### config.mk
export PLATFORM = sky130hd
export DESIGN_NAME = window_frame_scheduler
export DESIGN_NICKNAME = d
export VERILOG_FILES = /design/src/rtl/window_sched_pkg.sv /design/src/rtl/sample_counter.sv /design/src/rtl/window_frame_scheduler.sv
export SDC_FILE = /design/constraint.sdc
export NUM_CORES = 1
export LEC_CHECK = 0
export CAP_MARGIN = 10
export CORE_MARGIN = 1.5
export CORE_UTILIZATION = 52
export CTS_CLUSTER_DIAMETER = 40
export DETAILED_ROUTE_END_ITERATION = 10
export PLACE_DENSITY_LB_ADDON = 0.08
export SYNTH_ARGS = -nofsm -noshare
export SYNTH_HDL_FRONTEND = slang
export SYNTH_SLANG_ARGS = --single-unit
### constraint.sdc
create_clock -name clock -period 2.1 [get_ports clock]
set_input_delay 0.21 -clock clock [delete_from_list [all_inputs] [get_ports clock]]
set_output_delay 0.21 -clock clock [all_outputs]
set_load 0.005 [all_outputs]
### src/rtl/window_sched_pkg.sv
// Shared encodings and sizing helpers for the window/FFT frame scheduler.
package window_sched_pkg;

  typedef enum logic [2:0] {
    ST_IDLE  = 3'd0,
    ST_FILL  = 3'd1,
    ST_FRAME = 3'd2,
    ST_HOP   = 3'd3,
    ST_DONE  = 3'd4
  } state_t;

  localparam logic [1:0] WIND_RECT     = 2'b00;
  localparam logic [1:0] WIND_HAMMING  = 2'b01;
  localparam logic [1:0] WIND_BLACKMAN = 2'b10;
  localparam logic [1:0] WIND_KAISER   = 2'b11;

  function automatic int counter_width(input int np);
    return ($clog2(np) > 1) ? $clog2(np) : 1;
  endfunction

endpackage

### src/rtl/sample_counter.sv
// Sample counter with runtime terminal value; wraps to zero on the terminal sample.
module sample_counter #(
  parameter int W = 4
) (
  input  logic         clock,
  input  logic         i_reset,
  input  logic         i_clear,
  input  logic         i_en,
  input  logic [W-1:0] i_last,
  output logic         o_tc
);

  logic [W-1:0] r_cnt;

  assign o_tc = i_en & (r_cnt == i_last);

  always_ff @(posedge clock) begin
    if (!i_reset) begin
      r_cnt <= '0;
    end else if (i_clear || o_tc) begin
      r_cnt <= '0;
    end else if (i_en) begin
      r_cnt <= r_cnt + W'(1);
    end
  end

endmodule

### src/rtl/window_frame_scheduler.sv
// Primes the window buffer, releases one frame per hop to the FFT, stops after P frames.
//   state | meaning
//   IDLE  | waiting for i_start
//   FILL  | priming NP samples into the window buffer
//   FRAME | frame presented to FFT, waiting for i_fft_ready
//   HOP   | collecting L new samples for the next frame
//   DONE  | one-cycle o_done, then IDLE
module window_frame_scheduler
  import window_sched_pkg::*;
#(
  parameter int NP      = 1024,
  parameter int L       = 256,
  parameter int P       = 64,
  parameter int NB_DROP = 16
) (
  input  logic                 clock,
  input  logic                 i_reset,
  input  logic                 i_start,
  input  logic                 i_abort,
  input  logic [1:0]           i_WIND_sel,
  input  logic                 i_x_valid,
  input  logic                 i_fft_ready,
  output logic                 o_sample_en,
  output logic                 o_frame_valid,
  output logic [$clog2(P)-1:0] o_frame_idx,
  output logic [1:0]           o_WIND_sel,
  output logic                 o_busy,
  output logic                 o_done,
  output logic                 o_overrun,
  output logic [NB_DROP-1:0]   o_drop_cnt
);

  localparam int CW = counter_width(NP);
  localparam int FW = $clog2(P);
  localparam logic [CW-1:0] LAST_FILL  = CW'(NP - 1);
  localparam logic [CW-1:0] LAST_HOP   = CW'(L - 1);
  localparam logic [FW-1:0] LAST_FRAME = FW'(P - 1);

  state_t              r_state;
  logic [FW-1:0]       r_frame_idx;
  logic [1:0]          r_wind_sel;
  logic                r_busy;
  logic                r_done;
  logic                r_overrun;
  logic [NB_DROP-1:0]  r_drop_cnt;

  logic          w_collect;
  logic          w_accept;
  logic          w_xfer;
  logic          w_drop;
  logic          w_start;
  logic          w_abort;
  logic          w_cnt_tc;
  logic [CW-1:0] w_cnt_last;

  assign w_collect  = (r_state == ST_FILL) || (r_state == ST_HOP);
  assign w_abort    = i_abort && (r_state != ST_IDLE);
  assign w_accept   = w_collect && i_x_valid && !i_abort;
  assign w_xfer     = (r_state == ST_FRAME) && i_fft_ready && !i_abort;
  assign w_drop     = ((r_state == ST_FRAME) || (r_state == ST_DONE)) && i_x_valid && !i_abort;
  assign w_start    = (r_state == ST_IDLE) && i_start && !i_abort;
  assign w_cnt_last = (r_state == ST_FILL) ? LAST_FILL : LAST_HOP;

  sample_counter #(.W(CW)) u_sample_counter (
    .clock   (clock),
    .i_reset (i_reset),
    .i_clear (w_start || w_abort),
    .i_en    (w_accept),
    .i_last  (w_cnt_last),
    .o_tc    (w_cnt_tc)
  );

  always_ff @(posedge clock) begin
    if (!i_reset) begin
      r_state     <= ST_IDLE;
      r_frame_idx <= '0;
      r_wind_sel  <= 2'b00;
      r_busy      <= 1'b0;
      r_done      <= 1'b0;
      r_overrun   <= 1'b0;
      r_drop_cnt  <= '0;
    end else begin
      r_done <= 1'b0;
      if (w_drop) begin
        r_overrun <= 1'b1;
        if (r_drop_cnt != '1) r_drop_cnt <= r_drop_cnt + NB_DROP'(1);
      end
      // Abort keeps overrun/drop count for software readout
      if (w_abort) begin
        r_state     <= ST_IDLE;
        r_busy      <= 1'b0;
        r_frame_idx <= '0;
      end else begin
        case (r_state)
          ST_IDLE: begin
            if (w_start) begin
              r_state     <= ST_FILL;
              r_busy      <= 1'b1;
              r_wind_sel  <= i_WIND_sel;
              r_frame_idx <= '0;
              r_overrun   <= 1'b0;
              r_drop_cnt  <= '0;
            end
          end
          ST_FILL, ST_HOP: begin
            if (w_cnt_tc) r_state <= ST_FRAME;
          end
          ST_FRAME: begin
            if (w_xfer) begin
              if (r_frame_idx == LAST_FRAME) begin
                r_state <= ST_DONE;
                r_done  <= 1'b1;
              end else begin
                r_frame_idx <= r_frame_idx + FW'(1);
                r_state     <= ST_HOP;
              end
            end
          end
          ST_DONE: begin
            r_state <= ST_IDLE;
            r_busy  <= 1'b0;
          end
          default: begin
            r_state <= ST_IDLE;
            r_busy  <= 1'b0;
          end
        endcase
      end
    end
  end

  assign o_sample_en   = w_accept;
  assign o_frame_valid = (r_state == ST_FRAME) && !i_abort;
  assign o_frame_idx   = r_frame_idx;
  assign o_WIND_sel    = r_wind_sel;
  assign o_busy        = r_busy;
  assign o_done        = r_done;
  assign o_overrun     = r_overrun;
  assign o_drop_cnt    = r_drop_cnt;

endmodule
==> impl_results.md <==
* Worst vdd ir at 0.409 mV
* Worst-path maximum fanout at 12
* Slew Limit Fails at 0
* CTS Sinks at 40
* Design Area, Final at 2660 um2
* WL met3 at 188 um
* CP required at 1.89 ns
* Reg2reg setup slack at 0.17 ns
* First-pass GRT wire length at 7.89 mm
* Multiplexer share of the synthesized area at 1.90%
* Number of synthesized register bits at 40
* Slew margin rel. at 58.4%
* Area of the multi-input gates at 1240 um2
* Status: complete, no violations
* Die area at 4450 um2
* # IOs at 37
* Ys flop type: dfxtp_1
* Die Span Y at 66.7 um
* CP peak stage delay at 0.50 ns
* Combinational family with the most area after synthesis: simple AND/OR/NAND/NOR gates
* PortBufs at 36
* Synth Area in XOR/XNOR at 4.09%
* Final hold vios at 0
* # nets final at 303
* Metal-1 WL at 2.22 mm
* Share of cells above drive strength 1 at 8.87%
* Switch Pwr at 0.327 mW
* Cell area after synthesis at 2110 um2
* RSZ-0062 raised after global routing: false
* Yosys cell types at 45
* Initial core utilization at 56.0%
* Post-Route WL at 4.71 mm
* Core Region at 3770 um2
* Post-synth top area share at 37.9%
* EDFF count, synth at 0
* Switching fraction of total power at 21.9%
* Place WS at 0.0584 ns
* ANT cells at 0
* TritonCTS clock tree: built
* Min-Delay Path Class: flop to flop
* DRC violations left at 0
* Clock Path Buffers at 2
* Measured slew at the worst slew-check pin at 0.623 ns
* Detailed Routing Iterations Pass 1 at 4
* Power share of the combinational group at 7.2%
* Via count at 2015
* Top cell family by delay on the critical path: buffers and inverters
* FILL cells at 314
* H-tree depth at 2
* Grt total ovfl at 0
* Cell Chain, Critical Path: and4bb_1, buf_4, clkdlybuf4s50_1
* Syn Nets at 258
* DP Area at 2550 um2
* Most frequent cells after synthesis: dfxtp_1 (40), a21oi_1 (24), nand2_1 (21)
* Sequential share of the synthesized area at 37.9%
* YS warnings at 0
* Worst-skew pair later-pin latency at 0.30 ns
* Cts bufs inserted at 5
* Leakage power at 0.877 nW
* Simple-gate share of the synthesized area at 32.4%
* CP Launch Type: flop
* Total negative setup slack at 0 ns
* Die X at 66.7 um
* Final HPWL DP at 3.44 mm
* Max layer used: met4
* Final cell count without fillers at 341
* Most common cell in the netlist: dfxtp_1
* Adder-cell share of the synthesized area at 1.78%
* Placement Rows at 22
* Period utilization at 96.2%
* Reg clk slew, reported paths at 0.08 ns
* Dpl cells at 333
* Antenna violations before repair at 0
* Initial DRC count at 256
* Root buffer cell: clkbuf_8
* Power Density at 562 nW/um2
* Global-route usage over all layers at 23.3%
* Clock period minus worst slack at 2.02 ns
* Main area contributors after synthesis: dfxtp_1 (38%), a21oi_1 (5.7%), o31ai_1 (4.6%)
* Final Skew at 0.00884 ns
* Routability cong. at 0.809
* Vias per Instance at 5.91
* Critical Path Sink Type: output pin
* Wire length on met2 at 2.19 mm
* Storage cell area at 802 um2
* Bufs and invs on worst path at 2
* Setup ws final at 0.0799 ns
* Synthesis-to-finish area growth at 25.9%
* Largest net degree at the start of global routing at 13
* CP Data Arrival Time at 1.81 ns
* Internal power at 1.17 mW
* Finish-stage setup viols at 0
* Most area-hungry cell type in the Yosys netlist: dfxtp_1
* Max Cap Viol at 0
* Post-synthesis compound-gate area fraction at 18.5%
* Maximum clock rate at 0.495 GHz
* Antenna-violating nets left at 0
* Flop pwr share at 51.7%
* Post-synthesis cell count at 247
* Crit path kind: flop to output pin
* Post-Synthesis Mean Instance Area at 8.55 um2
* CTS Hold Buffers Added at 0
* Async S/R FF share, synth at 0%
* Number of global-route vias before repair at 1772
* Clock share of power at 41.1%
* Average wire per standard cell at 13.8 um
* CP max stage cell: clkdlybuf4s50_1
worst paths after layout:
| path | startpoint | to | cells after the start |
|---|---|---|---|
| worst max register to register | r_state[1]$_SDFFE_PP0P_ | o_frame_idx[4]$_SDFFE_PP0P_ | 4 |
| worst min register to register | o_WIND_sel[0]$_SDFFE_PN0P_ | o_WIND_sel[0]$_SDFFE_PN0P_ | 2 |
| worst max-delay path | r_state[2]$_SDFFE_PP0P_ | o_sample_en | 3 |
| worst min-delay path | o_WIND_sel[0]$_SDFFE_PN0P_ | o_WIND_sel[0]$_SDFFE_PN0P_ | 2 |
power groups by stage:
| stage | Combinational [mW] | Sequential [mW] | Clock (mW) |
|---|---|---|---|
| 2_1_floorplan | 0.0653 | 0.787 | 0 |
| 3_3_place_gp | 0.105 | 0.790 | 0 |
| 3_5_place_dp | 0.106 | 0.790 | 0 |
| 4_1_cts | 0.107 | 0.773 | 0.628 |
| 5_1_grt | 0.118 | 0.774 | 0.671 |
| 6_report | 0.107 | 0.773 | 0.615 |
sequential cells by signal, summed over array words and instances (netlist names):
signal,cells
o_overrun,1
o_done,1
r_state,3
u_sample_counter.r_cnt,10
o_busy,1
o_WIND_sel,2
o_frame_idx,6
o_drop_cnt,16
logic make-up after synthesis:
logic type | count (synthesis)
compound gates | 60
mux | 4
xor+xnor | 9
fa+ha+maj | 3
buf+inv | 13
simple gates | 118
flops | 40
layout by cell type (no fill, tap or decap), types with 2 or more instances in the layout:
cell             Yosys  layout
nor3_1               5       5
and4_1               7       7
nand3_1             17      17
a21oi_1             24      24
and3_1               6       6
o31ai_1             13      13
a211oi_1             5       5
xor2_1               6       6
ha_1                 3       3
buf_4                1       9
nand2b_1             5       5
mux2i_1              4       4
o21ai_0              7       7
dfxtp_1             40      39
nand2_1             21      21
and2_1               4       4
nor2_1              15      15
or4_1               10      10
or3_1                7       7
o211ai_1             2       2
nand3_2              2       2
o311ai_0             3       3
nor4_1               3       3
nor2b_1              2       2
xnor2_1              2       2
clkbuf_8             0       5
inv_1                6       6
nand4_1              6       6
clkdlybuf4s50_1      0      36
timing repair:
action                     CTS  global route
setup endpoints to repair    0             1
buffers inserted             0             0
hold endpoints to repair     0             0
resized for setup            0             1
metrics by stage:
step,util [%],power [mW],hold WS (ns)
2_1_floorplan,-,0.852,0.329
3_3_place_gp,67.7,0.896,0.446
3_5_place_dp,67.7,0.897,0.448
4_1_cts,70.5,1.51,0.459
5_1_grt,70.5,1.56,0.464
6_report,70.5,1.50,0.453
layout make-up:
type / count / area share (%)
clock buffer: 6 / 2.73
clock inverter: 2 / 1.32
inverter: 6 / 0.847
multi-input combinational: 194 / 46.6
sequential: 40 / 30.2
tap: 48 / 2.26
timing repair buffer: 45 / 16.1
worst reg2reg max path, delay by kind of cell (launching register included):
family | cells | cell delay [ns]
simple gates | 2 | 0.69
flops | 1 | 0.60
compound gates | 2 | 0.58
layer usage:
metal	GRT usage, %	up-vias
li1	-	1024
met1	28.9	940
met2	36.6	42
met3	6.08	9
met4	12.5	0
met5	0	-
No activity file was read; power rests on OpenSTA's default activity.
